## src/rtl/lsu_split.sv

```systemverilog
// rtl/lsu_split.sv - sequential load/store unit that splits misaligned accesses into two aligned beats
module lsu_split #(
  parameter int XLEN        = 32,
  parameter bit MISALIGN_EN = 1'b1
) (
  input  logic            clk,
  input  logic            rst_b,
  input  logic            req_valid,
  output logic            req_ready,
  input  logic [2:0]      req_funct3,
  input  logic            req_read,
  input  logic            req_write,
  input  logic [XLEN-1:0] req_addr,
  input  logic [XLEN-1:0] req_wdata,
  output logic            rsp_valid,
  output logic            rsp_err,
  output logic [XLEN-1:0] rsp_rdata,
  output logic            bus_valid,
  input  logic            bus_ready,
  output logic            bus_wen,
  output logic [XLEN-1:0] bus_addr,
  output logic [XLEN/8-1:0] bus_wstrb,
  output logic [XLEN-1:0] bus_wdata,
  input  logic            bus_rvalid,
  input  logic [XLEN-1:0] bus_rdata
);

  localparam int NB = XLEN / 8;
  localparam int OW = $clog2(NB);

  typedef enum logic [2:0] {IDLE, REQ0, RSP0, REQ1, RSP1, DONE} state_t;

  state_t state, state_nxt;

  logic [OW-1:0]     off_q;
  logic [1:0]        size_q;
  logic              uns_q;
  logic              wr_q;
  logic              split_q;
  logic              err_q;
  logic [XLEN-1:0]   base_q;
  logic [2*XLEN-1:0] wide_q;
  logic [2*NB-1:0]   mask_q;
  logic [2*XLEN-1:0] buf_q;

  logic              accept;
  logic [OW-1:0]     req_off;
  logic [3:0]        req_nbytes;
  logic [4:0]        req_end;
  logic              req_split;
  logic              req_misal;
  logic              req_err;
  logic [2*NB-1:0]   req_mask;
  logic [2*XLEN-1:0] req_wide;
  logic [XLEN-1:0]   load_ext;

  assign accept = req_valid & req_ready;

  // Decode the incoming request: byte offset, split detection, error cases, store lanes
  always_comb begin
    req_off    = req_addr[OW-1:0];
    req_nbytes = 4'd1 << req_funct3[1:0];
    req_end    = 5'(req_off) + 5'(req_nbytes);
    req_split  = (req_end > 5'(NB));
    // Without split support only naturally aligned accesses are served
    req_misal  = |(4'(req_off) & (req_nbytes - 4'd1));
    req_err    = ((req_funct3[1:0] == 2'd3) && (XLEN == 32)) ||
                 (req_read == req_write) ||
                 (!MISALIGN_EN && req_misal);
    req_mask   = '0;
    for (int i = 0; i < 2*NB; i++) begin
      req_mask[i] = (4'(i) < req_nbytes);
    end
    req_mask   = req_mask << req_off;
    req_wide   = {{XLEN{1'b0}}, req_wdata} << {req_off, 3'b000};
  end

  // State register; reset aborts any access in flight
  always_ff @(posedge clk or negedge rst_b) begin
    if (!rst_b) begin
      state <= IDLE;
    end else begin
      state <= state_nxt;
    end
  end

  // Request attributes latched on accept, read beats merged into the two-beat buffer
  always_ff @(posedge clk or negedge rst_b) begin
    if (!rst_b) begin
      off_q   <= '0;
      size_q  <= '0;
      uns_q   <= 1'b0;
      wr_q    <= 1'b0;
      split_q <= 1'b0;
      err_q   <= 1'b0;
      base_q  <= '0;
      wide_q  <= '0;
      mask_q  <= '0;
      buf_q   <= '0;
    end else begin
      if (accept) begin
        off_q   <= req_off;
        size_q  <= req_funct3[1:0];
        uns_q   <= req_funct3[2];
        wr_q    <= req_write;
        split_q <= req_split;
        err_q   <= req_err;
        base_q  <= {req_addr[XLEN-1:OW], {OW{1'b0}}};
        wide_q  <= req_wide;
        mask_q  <= req_mask;
        buf_q   <= '0;
      end
      if (state == RSP0 && bus_rvalid) begin
        buf_q[XLEN-1:0] <= bus_rdata;
      end
      if (state == RSP1 && bus_rvalid) begin
        buf_q[2*XLEN-1:XLEN] <= bus_rdata;
      end
    end
  end

  // Next-state sequencing through the one or two bus beats
  always_comb begin
    state_nxt = state;
    case (state)
      IDLE: if (accept) state_nxt = req_err ? DONE : REQ0;
      REQ0: if (bus_ready) state_nxt = !wr_q ? RSP0 : (split_q ? REQ1 : DONE);
      RSP0: if (bus_rvalid) state_nxt = split_q ? REQ1 : DONE;
      REQ1: if (bus_ready) state_nxt = wr_q ? DONE : RSP1;
      RSP1: if (bus_rvalid) state_nxt = DONE;
      DONE: state_nxt = IDLE;
      default: state_nxt = IDLE;
    endcase
  end

  // Shift the merged beats down to the access offset, then sign/zero extend by size
  always_comb begin
    logic [2*XLEN-1:0] shifted;
    logic [XLEN-1:0]   raw;
    logic [XLEN-1:0]   keep;
    logic              sign;
    shifted = buf_q >> {off_q, 3'b000};
    raw     = shifted[XLEN-1:0];
    keep    = '1;
    sign    = 1'b0;
    case (size_q)
      2'd0: begin keep = XLEN'(8'hFF);   sign = raw[7];  end
      2'd1: begin keep = XLEN'(16'hFFFF); sign = raw[15]; end
      2'd2: if (XLEN > 32) begin keep = XLEN'(32'hFFFF_FFFF); sign = raw[31]; end
      default: ;
    endcase
    load_ext = (raw & keep) | ((sign && !uns_q) ? ~keep : '0);
  end

  // Output decode: bus beats in REQx, completion pulse in DONE
  always_comb begin
    req_ready = (state == IDLE);
    bus_valid = 1'b0;
    bus_wen   = 1'b0;
    bus_addr  = '0;
    bus_wstrb = '0;
    bus_wdata = '0;
    rsp_valid = 1'b0;
    rsp_err   = 1'b0;
    rsp_rdata = '0;
    case (state)
      REQ0: begin
        bus_valid = 1'b1;
        bus_wen   = wr_q;
        bus_addr  = base_q;
        bus_wstrb = wr_q ? mask_q[NB-1:0] : '0;
        bus_wdata = wr_q ? wide_q[XLEN-1:0] : '0;
      end
      REQ1: begin
        bus_valid = 1'b1;
        bus_wen   = wr_q;
        bus_addr  = base_q + XLEN'(NB);
        bus_wstrb = wr_q ? mask_q[2*NB-1:NB] : '0;
        bus_wdata = wr_q ? wide_q[2*XLEN-1:XLEN] : '0;
      end
      DONE: begin
        rsp_valid = 1'b1;
        rsp_err   = err_q;
        if (!err_q && !wr_q) rsp_rdata = load_ext;
      end
      default: ;
    endcase
  end

endmodule

```

## config.mk

```make
export PLATFORM = sky130hd
export DESIGN_NAME = lsu_split
export DESIGN_NICKNAME = d
export VERILOG_FILES = /design/src/rtl/lsu_split.sv
export SDC_FILE = /design/constraint.sdc
export NUM_CORES = 1
export LEC_CHECK = 0
export ABC_CLOCK_PERIOD_IN_PS = 6200
export BUFFER_PORTS_ARGS = -buffer_cell sky130_fd_sc_hd__buf_2
export CAP_MARGIN = 20
export CORE_UTILIZATION = 59
export CTS_CLUSTER_SIZE = 30
export DETAILED_ROUTE_END_ITERATION = 8
export GPL_ROUTABILITY_DRIVEN = 0
export PLACE_DENSITY = 0.86
export SYNTH_ARGS = -nofsm -noshare
export SYNTH_HDL_FRONTEND = slang
export SYNTH_SLANG_ARGS = --single-unit
```

## constraint.sdc

```tcl
create_clock -name clk -period 6.2 [get_ports clk]
set_input_delay 1.86 -clock clk [delete_from_list [all_inputs] [get_ports clk]]
set_output_delay 1.86 -clock clk [all_outputs]
set_load 0.01 [all_outputs]
```

==> summary.json <==
{
  "run_status": {"value": "finished clean"},
  "drt-total-wl": {"value": 24900, "unit": "um"},
  "cts_setup_buffers": {"value": 0},
  "antenna_violations_before_repair": {"value": 1},
  "worstPathMaxFanout": {"value": 42},
  "highest_layer": {"value": "met5"},
  "powerDensity": {"value": 442, "unit": "mW/mm^2"},
  "p_leak": {"value": 0.00531, "unit": "uW"},
  "worst_pin_slew": {"value": 1.03, "unit": "ns"},
  "vdd.ir_drop.worst": {"value": 0.000258, "unit": "V"},
  "synth_cell_types": {"value": 55},
  "dr_wl_met3": {"value": 1710, "unit": "um"},
  "worst_r2r_path_depth": {"value": 5},
  "finalNetCount": {"value": 1323},
  "seqCellArea": {"value": 0.00403, "unit": "sq mm"},
  "internal-power": {"value": 2810, "unit": "uW"},
  "met2_layer_wire_length_in_the_routed_design": {"value": 12100, "unit": "um"},
  "pwr-share-clk": {"value": 0.205},
  "cts_made_buffers": {"value": 17},
  "synth_sequential_area_ratio": {"value": 0.440},
  "regToRegEndpoint": {"value": "buf_q[3]$_DFFE_PN0P_"},
  "dr_total_vias": {"value": 8431},
  "timing_hold_violations_final": {"value": 0},
  "netlist_top_cells_count": {"value": "sky130_fd_sc_hd__nand2_1 (267), sky130_fd_sc_hd__dfrtp_1 (161), sky130_fd_sc_hd__nor2_1 (90), sky130_fd_sc_hd__mux2i_1 (74), sky130_fd_sc_hd__o21ai_0 (72)"},
  "pwr-share-comb": {"value": 0.376},
  "drt_via_density": {"value": 5.96},
  "cts_sinks": {"value": 161},
  "die_area": {"value": 0.0160, "unit": "sq mm"},
  "syn_to_final_growth": {"value": 17.4, "unit": "%"},
  "post_route_clock_skew": {"value": 0.00706, "unit": "ns"},
  "final_antenna_net_count": {"value": 0},
  "timing.critical_path.to_type": {"value": "output pin"},
  "finalCritPeriodShare": {"value": 0.786},
  "grt_pass1_wl": {"value": 40200, "unit": "um"},
  "multiInputGateArea": {"value": 0.00474, "unit": "sq mm"},
  "h_tree_depth": {"value": 4},
  "synth_edf_count": {"value": 0},
  "preCtsSetupSlack": {"value": 1.82, "unit": "ns"},
  "max_cap_violations": {"value": 0},
  "reg2reg_slack": {"value": 3.89, "unit": "ns"},
  "io-pin-count": {"value": 211},
  "ctsResizeCount": {"value": 0},
  "worst-endpoint-required": {"value": 4.34, "unit": "ns"},
  "drt-wirelength-per-cell": {"value": 17.6, "unit": "um"},
  "synthDominantCellAreaShare": {"value": 0.440},
  "cts_buffer_depth": {"value": 2},
  "maxSlewHeadroom": {"value": 0.315},
  "timing.final.crit_period": {"value": 4.87, "unit": "ns"},
  "drt-initial-drc-count": {"value": 664},
  "part_of_the_total_power_dissipated_in_sequential_elements": {"value": 0.419},
  "synth_ff_type": {"value": "sky130_fd_sc_hd__dfrtp_1"},
  "synth-warning-count": {"value": 0},
  "antenna_cells": {"value": 0},
  "detailed_place.area": {"value": 0.0102, "unit": "sq mm"},
  "root_buf_cell": {"value": "sky130_fd_sc_hd__clkbuf_16"},
  "final_core_util": {"value": 0.710},
  "initial_core_utilization": {"value": 0.605},
  "synth_most_common_cell": {"value": "sky130_fd_sc_hd__nand2_1"},
  "overflow": {"value": 0},
  "rsz_0062_raised_after_global_routing": {"value": "false"},
  "final_design_area_no_fill": {"value": 0.0108, "unit": "sq mm"},
  "drv_slew": {"value": 0},
  "fillerInstances": {"value": 1188},
  "grt_util_all_layers": {"value": 0.320},
  "syn-instance-count": {"value": 1056},
  "holdWs": {"value": 0.467, "unit": "ns"},
  "type_of_the_worst_min_delay_path": {"value": "reg -> reg"},
  "cp-start-kind": {"value": "register"},
  "ffs_latches_synth": {"value": 161},
  "chipWidth": {"value": 127, "unit": "um"},
  "tritoncts": {"value": "done"},
  "crit_path_start": {"value": "off_q[1]$_DFFE_PN0P_"},
  "yosys.area.top_type": {"value": "sky130_fd_sc_hd__dfrtp_1"},
  "clock_insertion_delay_worst_skew": {"value": 0.43, "unit": "ns"},
  "timing.fmax": {"value": 205, "unit": "MHz"},
  "grt_start_max_net_pins": {"value": 105},
  "post-route-drc-count": {"value": 0},
  "numPortBuffers": {"value": 208},
  "count_of_hold_buffers_inserted_by_post_cts_repair": {"value": 0},
  "yosys-top-cells-area": {"value": "sky130_fd_sc_hd__dfrtp_1 (44%), sky130_fd_sc_hd__nand2_1 (11%), sky130_fd_sc_hd__mux2i_1 (8.1%)"},
  "wl_met1": {"value": 10500, "unit": "um"},
  "vias_in_the_first_global_route": {"value": 7802},
  "timing.critical_path.to": {"value": "rsp_rdata[24]"},
  "cts.reportedPaths.clkPinSlew": {"value": 0.06, "unit": "ns"},
  "first_pass_iters": {"value": 5},
  "drive_gt1_frac": {"value": 0.244},
  "fin_tns_setup": {"value": 0, "unit": "ns"},
  "synthesis.area": {"value": 0.00916, "unit": "sq mm"},
  "core": {"value": 0.0151, "unit": "sq mm"},
  "criticalPathCategory": {"value": "reg -> out"},
  "place.detailed.hpwl": {"value": 16900, "unit": "um"},
  "sw_ratio": {"value": 0.408},
  "synth_async_sr_flop_share": {"value": 1.00},
  "critical_path_arrival": {"value": 3.01, "unit": "ns"},
  "timing.final.setup_violations": {"value": 0},
  "num_rows": {"value": 45},
  "timing.rr.start": {"value": "state[0]$_DFFE_PN0P_"},
  "floorplan.die.height": {"value": 127, "unit": "um"},
  "synth.avg_cell_area": {"value": 8.67, "unit": "sq um"},
  "netSwitchingPower": {"value": 1930, "unit": "uW"},
  "pnr_worst_setup_slack": {"value": 1.33, "unit": "ns"}
}
## state kept, by name, summed over array words and instances, names as in the netlist
signal,cells
base_q,30
buf_q,56
err_q,1
mask_q,8
off_q,2
size_q,2
split_q,1
state,3
uns_q,1
wide_q,56
wr_q,1
## layout by cell type (no fill, tap or decap), types with 4 or more instances in the layout
master / Yosys / routed
sky130_fd_sc_hd__clkbuf_16: 0 / 17
sky130_fd_sc_hd__a211oi_1: 9 / 9
sky130_fd_sc_hd__dfrtp_1: 161 / 159
sky130_fd_sc_hd__or3_1: 6 / 6
sky130_fd_sc_hd__xor2_1: 6 / 6
sky130_fd_sc_hd__mux4_2: 9 / 9
sky130_fd_sc_hd__a22o_1: 32 / 32
sky130_fd_sc_hd__nor2_1: 90 / 89
sky130_fd_sc_hd__nor4_1: 4 / 4
sky130_fd_sc_hd__o21ai_0: 72 / 72
sky130_fd_sc_hd__a22oi_1: 8 / 8
sky130_fd_sc_hd__and2_1: 12 / 12
sky130_fd_sc_hd__nand3b_1: 4 / 4
sky130_fd_sc_hd__a21oi_1: 49 / 49
sky130_fd_sc_hd__buf_2: 11 / 209
sky130_fd_sc_hd__clkinv_2: 0 / 7
sky130_fd_sc_hd__buf_4: 2 / 13
sky130_fd_sc_hd__mux2_2: 25 / 25
sky130_fd_sc_hd__a31oi_1: 12 / 12
sky130_fd_sc_hd__xnor2_1: 6 / 6
sky130_fd_sc_hd__nand3_1: 23 / 23
sky130_fd_sc_hd__o31ai_1: 24 / 24
sky130_fd_sc_hd__nand4_1: 8 / 8
sky130_fd_sc_hd__nand2_1: 267 / 267
sky130_fd_sc_hd__nand2b_1: 4 / 4
sky130_fd_sc_hd__and3_1: 4 / 4
sky130_fd_sc_hd__nor3_1: 7 / 7
sky130_fd_sc_hd__inv_1: 12 / 12
sky130_fd_sc_hd__mux2i_1: 74 / 74
sky130_fd_sc_hd__nor2b_1: 4 / 4
sky130_fd_sc_hd__or4_1: 6 / 6
## metal layers
metal	global-route usage	up-vias
met4	0.113	2
li1	-	3980
met2	0.515	336
met1	0.429	4057
met5	0	-
met3	0.0725	56
## worst min-delay path by stage
stage / start / slack, ns / endpoint / cells past startpoint
3_3_place_gp: wide_q[5]$_DFFE_PN0P_ / 0.45 / wide_q[5]$_DFFE_PN0P_ / 2
2_1_floorplan: wide_q[24]$_DFFE_PN0P_ / 0.44 / wide_q[24]$_DFFE_PN0P_ / 2
3_5_place_dp: wide_q[7]$_DFFE_PN0P_ / 0.46 / wide_q[7]$_DFFE_PN0P_ / 2
5_1_grt: wide_q[7]$_DFFE_PN0P_ / 0.49 / wide_q[7]$_DFFE_PN0P_ / 2
4_1_cts: wide_q[7]$_DFFE_PN0P_ / 0.47 / wide_q[7]$_DFFE_PN0P_ / 2
6_report: wide_q[7]$_DFFE_PN0P_ / 0.47 / wide_q[7]$_DFFE_PN0P_ / 2
## worst max-delay path, stage by stage, from the launching register on
cell and delay [ns]:
sky130_fd_sc_hd__dfrtp_2 1.05, sky130_fd_sc_hd__mux2_2 0.44, sky130_fd_sc_hd__a222oi_1 0.41, sky130_fd_sc_hd__or4_1 0.37, sky130_fd_sc_hd__o21ai_0 0.15, sky130_fd_sc_hd__buf_2 0.17
## logic make-up after synthesis
logic type	synth area share
AOI/OAI and AO/OA	0.152
xor gates and xnor gates	0.0115
adders and majority gates	0.00629
buffers and inverters	0.0437
DFF	0.440
muxes	0.134
other	0.000410
and+or+nand+nor	0.213
## final cells by class
class                           count  area share
Multi-Input combinational cell    797       0.441
Timing Repair Buffer              223       0.107
Sequential cell                   161       0.375
Inverter                           13     0.00454
Clock inverter                     11     0.00838
Tap cell                          188      0.0219
Clock buffer                       21      0.0419
## metrics by stage
stage	std cells	power, uW
after floorplan	1057	3170
after global placement	1380	3660
after detailed placement	1380	3750
after CTS	1412	4730
after global routing	1414	5070
final	1414	4750
## power groups by stage
stage               Sequential (uW)  Combinational [uW]  Clock, uW
global placement               1960                1700          0
CTS                            1980                1780        981
global route                   2050                1980       1040
detailed placement             1980                1760          0
floorplan                      1770                1390          0
finish                         1990                1780        975
Note: power is estimated with default switching activity, not from simulation.
